## config.mk

```make
export PLATFORM = sky130hd
export DESIGN_NAME = interval_timer_ctrl_flat
export DESIGN_NICKNAME = d
export VERILOG_FILES = /design/src/rtl/interval_timer_ctrl_pkg.sv /design/src/rtl/interval_timer_ctrl_if.sv /design/src/rtl/interval_timer_ctrl_one_hz_divider.sv /design/src/rtl/interval_timer_ctrl.sv /design/src/flat_wrapper.sv
export SDC_FILE = /design/constraint.sdc
export NUM_CORES = 1
export LEC_CHECK = 0
export CORE_MARGIN = 4
export CORE_UTILIZATION = 60
export DETAILED_ROUTE_END_ITERATION = 8
export PLACE_DENSITY = 0.8
export SLEW_MARGIN = 20
export SYNTH_ARGS = -nofsm -noshare
export SYNTH_HDL_FRONTEND = slang
export SYNTH_SLANG_ARGS = --single-unit
```

## constraint.sdc

```tcl
create_clock -name clk -period 4.8 [get_ports clk]
set_clock_uncertainty 0.15 [all_clocks]
set_input_delay 0.72 -clock clk [delete_from_list [all_inputs] [get_ports clk]]
set_output_delay 0.72 -clock clk [all_outputs]
set_load 0.02 [all_outputs]
```

## src/rtl/interval_timer_ctrl_pkg.sv

```systemverilog
// Shared interval codes, reset defaults and FSM encodings for the interval timer.
// No logic; no latency or backpressure of its own.
package interval_timer_ctrl_pkg;

   localparam logic [1:0] INT_BASE = 2'b00;
   localparam logic [1:0] INT_EXT  = 2'b01;
   localparam logic [1:0] INT_YEL  = 2'b10;
   localparam logic [1:0] INT_WALK = 2'b11;

   localparam int DEF_BASE = 6;
   localparam int DEF_EXT  = 3;
   localparam int DEF_YEL  = 2;
   localparam int DEF_WALK = 3;

   typedef enum logic [1:0] {
      ST_IDLE  = 2'd0,
      ST_COUNT = 2'd1,
      ST_DONE  = 2'd2
   } state_t;

endpackage

```

## src/rtl/interval_timer_ctrl_if.sv

```systemverilog
// Phase-FSM / Reprogram side of the interval timer; master drives requests, slave is the timer.
// Optional TIMER_PAUSE_EN adds the hold level. No backpressure: all requests are single-cycle strobes.
interface interval_timer_ctrl_if #(
   parameter int PARAM_W = 4
);
   logic               Reprogram;
   logic [1:0]         Time_Parameter_Selector;
   logic [PARAM_W-1:0] Time_Value;
   logic               start_timer;
   logic [1:0]         interval;
   logic               oneHz_enable;
   logic [PARAM_W-1:0] value;
   logic               expired;
   logic               busy;
   logic               reprog_ack;
`ifdef TIMER_PAUSE_EN
   logic               hold;

   modport master (
      output Reprogram, Time_Parameter_Selector, Time_Value, start_timer, interval, hold,
      input  oneHz_enable, value, expired, busy, reprog_ack
   );
   modport slave (
      input  Reprogram, Time_Parameter_Selector, Time_Value, start_timer, interval, hold,
      output oneHz_enable, value, expired, busy, reprog_ack
   );
`else
   modport master (
      output Reprogram, Time_Parameter_Selector, Time_Value, start_timer, interval,
      input  oneHz_enable, value, expired, busy, reprog_ack
   );
   modport slave (
      input  Reprogram, Time_Parameter_Selector, Time_Value, start_timer, interval,
      output oneHz_enable, value, expired, busy, reprog_ack
   );
`endif
endinterface

```

## src/rtl/interval_timer_ctrl_one_hz_divider.sv

```systemverilog
// Free-running 0..DIV_COUNT-1 divider; tick is combinational in the last count (0-cycle latency).
// enable=0 freezes the count and suppresses tick; clear wins over enable.
module one_hz_divider #(
   parameter int DIV_COUNT = 100_000_000
) (
   input  logic clk,
   input  logic Reset,
   input  logic clear,
   input  logic enable,
   output logic tick
);
   localparam int CW = (DIV_COUNT > 1) ? $clog2(DIV_COUNT) : 1;
   localparam logic [CW-1:0] LAST = CW'(DIV_COUNT - 1);

   logic [CW-1:0] count;

   assign tick = enable && (count == LAST);

   always_ff @(posedge clk or posedge Reset) begin
      if (Reset) begin
         count <= '0;
      end else if (clear) begin
         count <= '0;
      end else if (enable) begin
         count <= (count == LAST) ? '0 : count + 1'b1;
      end
   end
endmodule

```

## src/rtl/interval_timer_ctrl.sv

```systemverilog
// Parameter registers plus countdown FSM; expired is registered, param*DIV_COUNT cycles after start.
// No backpressure; TIMER_PAUSE_EN adds hold, which freezes divider and count while high.
module interval_timer_ctrl #(
   parameter int DIV_COUNT = 100_000_000,
   parameter int PARAM_W   = 4,
   parameter int DEF_BASE  = interval_timer_ctrl_pkg::DEF_BASE,
   parameter int DEF_EXT   = interval_timer_ctrl_pkg::DEF_EXT,
   parameter int DEF_YEL   = interval_timer_ctrl_pkg::DEF_YEL,
   parameter int DEF_WALK  = interval_timer_ctrl_pkg::DEF_WALK
) (
   input logic                 clk,
   input logic                 Reset,
   interval_timer_ctrl_if.slave bus
);
   import interval_timer_ctrl_pkg::*;

   state_t             state, state_nxt;
   logic [PARAM_W-1:0] param [0:3];
   logic [PARAM_W-1:0] value, value_nxt;
   logic               expired, expired_nxt;
   logic               reprog_ack;
   logic               rp_q;
   logic               rp_edge;
   logic               start_ok;
   logic               run;
   logic               tick;
   logic               div_clear;

`ifdef TIMER_PAUSE_EN
   assign run = ~bus.hold;
`else
   assign run = 1'b1;
`endif

   assign rp_edge  = bus.Reprogram & ~rp_q;
   // A start arriving with a Reprogram edge is dropped, not deferred.
   assign start_ok = bus.start_timer & ~rp_edge;
   assign div_clear = rp_edge | start_ok;

   one_hz_divider #(.DIV_COUNT(DIV_COUNT)) u_div (
      .clk    (clk),
      .Reset  (Reset),
      .clear  (div_clear),
      .enable (run),
      .tick   (tick)
   );

   always_ff @(posedge clk or posedge Reset) begin
      if (Reset) begin
         param[INT_BASE] <= PARAM_W'(DEF_BASE);
         param[INT_EXT]  <= PARAM_W'(DEF_EXT);
         param[INT_YEL]  <= PARAM_W'(DEF_YEL);
         param[INT_WALK] <= PARAM_W'(DEF_WALK);
         rp_q            <= 1'b0;
         reprog_ack      <= 1'b0;
      end else begin
         rp_q       <= bus.Reprogram;
         reprog_ack <= rp_edge;
         if (rp_edge) begin
            param[bus.Time_Parameter_Selector] <=
               (bus.Time_Value == '0) ? PARAM_W'(1) : bus.Time_Value;
         end
      end
   end

   always_ff @(posedge clk or posedge Reset) begin
      if (Reset) begin
         state   <= ST_IDLE;
         value   <= '0;
         expired <= 1'b0;
      end else begin
         state   <= state_nxt;
         value   <= value_nxt;
         expired <= expired_nxt;
      end
   end

   always_comb begin
      state_nxt   = state;
      value_nxt   = value;
      expired_nxt = 1'b0;
      if (rp_edge) begin
         state_nxt = ST_IDLE;
         value_nxt = '0;
      end else if (start_ok) begin
         state_nxt = ST_COUNT;
         value_nxt = param[bus.interval];
      end else begin
         case (state)
            ST_COUNT: begin
               if (tick) begin
                  if (value <= PARAM_W'(1)) begin
                     state_nxt   = ST_DONE;
                     value_nxt   = '0;
                     expired_nxt = 1'b1;
                  end else begin
                     value_nxt = value - 1'b1;
                  end
               end
            end
            ST_DONE: state_nxt = ST_IDLE;
            default: state_nxt = ST_IDLE;
         endcase
      end
   end

   assign bus.oneHz_enable = tick;
   assign bus.value        = value;
   assign bus.expired      = expired;
   assign bus.busy         = (state == ST_COUNT);
   assign bus.reprog_ack   = reprog_ack;
endmodule

```

## src/flat_wrapper.sv

```systemverilog
// flat-port wrapper written by rule: the top's interface ports become plain ports
module interval_timer_ctrl_flat import interval_timer_ctrl_pkg::*;
#(
   parameter int DIV_COUNT = 100_000_000,
   parameter int PARAM_W   = 4,
   parameter int DEF_BASE  = interval_timer_ctrl_pkg::DEF_BASE,
   parameter int DEF_EXT   = interval_timer_ctrl_pkg::DEF_EXT,
   parameter int DEF_YEL   = interval_timer_ctrl_pkg::DEF_YEL,
   parameter int DEF_WALK  = interval_timer_ctrl_pkg::DEF_WALK
)
  (clk, Reset, bus_Reprogram, bus_Time_Parameter_Selector, bus_Time_Value, bus_start_timer, bus_interval, bus_oneHz_enable, bus_value, bus_expired, bus_busy, bus_reprog_ack);
  interval_timer_ctrl_if #(.PARAM_W(PARAM_W)) bus_i ();
  input logic clk;
  input logic Reset;
  input wire logic [$bits(bus_i.Reprogram)-1:0] bus_Reprogram;
  input wire logic [$bits(bus_i.Time_Parameter_Selector)-1:0] bus_Time_Parameter_Selector;
  input wire logic [$bits(bus_i.Time_Value)-1:0] bus_Time_Value;
  input wire logic [$bits(bus_i.start_timer)-1:0] bus_start_timer;
  input wire logic [$bits(bus_i.interval)-1:0] bus_interval;
  output wire logic [$bits(bus_i.oneHz_enable)-1:0] bus_oneHz_enable;
  output wire logic [$bits(bus_i.value)-1:0] bus_value;
  output wire logic [$bits(bus_i.expired)-1:0] bus_expired;
  output wire logic [$bits(bus_i.busy)-1:0] bus_busy;
  output wire logic [$bits(bus_i.reprog_ack)-1:0] bus_reprog_ack;
  assign bus_i.Reprogram = bus_Reprogram;
  assign bus_i.Time_Parameter_Selector = bus_Time_Parameter_Selector;
  assign bus_i.Time_Value = bus_Time_Value;
  assign bus_i.start_timer = bus_start_timer;
  assign bus_i.interval = bus_interval;
  assign bus_oneHz_enable = bus_i.oneHz_enable;
  assign bus_value = bus_i.value;
  assign bus_expired = bus_i.expired;
  assign bus_busy = bus_i.busy;
  assign bus_reprog_ack = bus_i.reprog_ack;
  interval_timer_ctrl #(.DIV_COUNT(DIV_COUNT), .PARAM_W(PARAM_W), .DEF_BASE(DEF_BASE), .DEF_EXT(DEF_EXT), .DEF_YEL(DEF_YEL), .DEF_WALK(DEF_WALK)) u_core (.clk(clk), .Reset(Reset), .bus(bus_i));
endmodule
```

==> impl_metrics.env <==
export IMPL_synthCells=245
export IMPL_max_stage_delay_ns=0.65
export IMPL_setup_tns_final_ns=0
export IMPL_tightest_slew_ns=1.12
export IMPL_power_uw=993
export IMPL_maxCapViolCount=0
export IMPL_async_flop_share=1.00
export IMPL_synth_edf_count=0
export IMPL_critPathSlowestCell="clkdlybuf4s50_1"
export IMPL_grt_pass1_vias=1875
export IMPL_synthDistinctLibCells=42
export IMPL_fin_nets=278
export IMPL_p_clk_frac=0.263
export IMPL_relSlewSlack=0.252
export IMPL_htree_levels=2
export IMPL_peakVddDrop_mv=0.325
export IMPL_postCtsSetupBuffers=0
export IMPL_fin_crit_sh=0.679
export IMPL_remaining_drc_errors=0
export IMPL_dr_pass1_iters=4
export IMPL_drive_above_1_share=0.174
export IMPL_via_per_inst=6.34
export IMPL_start_util=0.641
export IMPL_status="finished clean"
export IMPL_switching_power_uw=278
export IMPL_dpl_cell_count=306
export IMPL_cts_tree="yes"
export IMPL_ys_warn_count=0
export IMPL_die_area_um2=5520
export IMPL_synth_avg_cell_area_um2=10.8
export IMPL_fin_crit_ns=3.26
export IMPL_hold_buffers=0
export IMPL_critPathKind="reg2out"
export IMPL_numCtsBuffers=5
export IMPL_grt_overflow=0
export IMPL_powerDensity_nw_per_um2=337
export IMPL_switching_share=0.280
export IMPL_fp_dieW_um=74.3
export IMPL_synth_ff_type="dfrtp_1"
export IMPL_synthTopCellsByArea="dfrtp_1, mux2_2, dfstp_2"
export IMPL_rsz0062_at_grt="false"
export IMPL_synth_cell_area_um2=2640
export IMPL_worstPathArrival_ns=2.39
export IMPL_place_congestion=0.775
export IMPL_drv_slew=0
export IMPL_cp_max_fo=6
export IMPL_critical_path_cell_chain="ha_1 > and4_1 > nand4_1 > nor2_1 > clkdlybuf4s50_1"
export IMPL_synth_common_cells="dfrtp_1, nor2_1, mux2_2"
export IMPL_met3_usage=0.0365
export IMPL_fmax_ghz=0.307
export IMPL_worst_r2r_path_depth=5
export IMPL_setup_violations_final=0
export IMPL_grt_max_degree=53
export IMPL_rows=23
export IMPL_seq_power_share=0.532
export IMPL_min_path_type="reg2reg"
export IMPL_endpoint_kind="output pin"
export IMPL_antenna_left=0
export IMPL_holdPathStages=2
export IMPL_routed_wl_mm=5.21
export IMPL_wl_per_cell_um=16.6
export IMPL_chipHeight_um=74.3
export IMPL_antenna_found_initial=0
export IMPL_p_leak_nw=1.14
export IMPL_internal_power_uw=715
export IMPL_drt_iter0_markers=138
export IMPL_grtUsageMet1=0.299
export IMPL_cts_buffer_depth=2
export IMPL_use_met2=0.324
export IMPL_io_buffers=19
export IMPL_grtUsageTotal=0.211
export IMPL_stdcell_count=314
export IMPL_yosysSeqAreaShare=0.497
export IMPL_post_cts_resized=0
export IMPL_yosysMostFrequentCell="dfrtp_1"
export IMPL_grt_busiest_layer="met2"
export IMPL_clock_sinks=52
export IMPL_boundaryPins=20
export IMPL_yosys_area_top_type="dfrtp_1"
export IMPL_area_growth_pct=12.0
export IMPL_core_um2=4120
export IMPL_cp_required_ns=3.93
export IMPL_post_dp_hpwl_mm=3.66
export IMPL_hold_viol_final=0
export IMPL_vias=1990
export IMPL_antennaDiodeCount=0
export IMPL_synth_top_area_frac=0.427
export IMPL_ys_seq_elements=52
export IMPL_syn_nets=260
export IMPL_grt_pass1_wl_mm=8.86
export IMPL_clkTransAtPathRegs_ns=0.09
export IMPL_combPwrFrac=0.205
export IMPL_cp_start_kind="register"
export IMPL_clk_latency_ns=0.31
export IMPL_fill_cells=303
export IMPL_cts_root_buf="clkbuf_8"
worst paths after layout:
path                       slack [ns]                             from                                to
min                              0.35      u_core.param[0]$_DFFE_PP1P_       u_core.param[0]$_DFFE_PP1P_
max in group asynchronous        3.24                            Reset   u_core.u_div.count[7]$_DFF_PP0_
min reg2reg                      0.35      u_core.param[0]$_DFFE_PP1P_       u_core.param[0]$_DFFE_PP1P_
max                              1.54  u_core.u_div.count[0]$_DFF_PP0_                  bus_oneHz_enable
min in group asynchronous        0.74                            Reset   u_core.bus.reprog_ack$_DFF_PP0_
max reg2reg                      2.19  u_core.u_div.count[0]$_DFF_PP0_  u_core.u_div.count[17]$_DFF_PP0_
layout make-up:
type	count	area [um2]	area share
sequential	52	1310	0.444
multi-input combinational	177	1260	0.427
timing repair buffer	19	190	0.0644
clock buffer	6	82.6	0.0280
tap	50	62.6	0.0212
inverter	8	31.3	0.0106
clock inverter	2	15.0	0.00509
state kept, by name, indices dropped and copies added (netlist names):
register,flops
u_core.u_div.count,27
u_core.param,16
u_core.bus.value,4
u_core.state,2
u_core.bus.expired,1
u_core.bus.reprog_ack,1
u_core.rp_q,1
power groups by stage:
stage / sequential, mW / clock, mW / combinational (mW)
6_report: 0.528 / 0.261 / 0.204
5_1_grt: 0.535 / 0.284 / 0.227
4_1_cts: 0.528 / 0.268 / 0.205
3_5_place_dp: 0.537 / 0 / 0.205
3_3_place_gp: 0.534 / 0 / 0.200
2_1_floorplan: 0.543 / 0 / 0.125
cell families after synthesis:
logic type | share of synthesized area
and+or+nand+nor | 0.222
DFF | 0.497
AOI/OAI and AO/OA | 0.0850
muxes | 0.107
buffers and inverters | 0.0252
xor gates and xnor gates | 0.0498
adders and majority gates | 0.0142
metal layers:
layer	vias to the layer above	share of wire
li1	946	-
met1	981	0.47
met2	55	0.47
met3	8	0.045
met4	0	0.014
met5	-	0
stage by stage:
step           hold WS [ns]  worst slack (ns)   util  instance area, um2
2_1_floorplan         0.308              2.41      -                2640
3_3_place_gp          0.323              1.94  0.693                2850
3_5_place_dp          0.345              1.86  0.693                2850
4_1_cts               0.362              1.51  0.717                2950
5_1_grt               0.385              1.34  0.717                2950
6_report              0.353              1.54  0.717                2950
worst max-delay path: cells and delay by family (launching register included):
kind | cells | cell delay, ns
adders and majority gates | 1 | 0.24
DFF | 1 | 0.41
buffers and inverters | 1 | 0.65
and+or+nand+nor | 3 | 0.78
placed cells by master, fill, tap and decap left out, drive strengths merged, types with 3 or more instances in the layout:
cell type,Yosys,routed
mux4,4,4
o31ai,5,5
ha,3,3
dfstp,7,7
nor3,6,6
and4,8,8
clkdlybuf4s50,0,19
xor2,6,6
nand3,10,10
nor4,4,4
mux2,17,17
inv,8,7
nand2,14,14
o21ai,9,9
xnor2,9,9
or3,5,5
clkbuf,4,6
dfrtp,45,45
a21oi,15,15
nor2,25,25
nand4,15,15
or4,5,5
No activity file was read; power rests on OpenSTA's default activity.
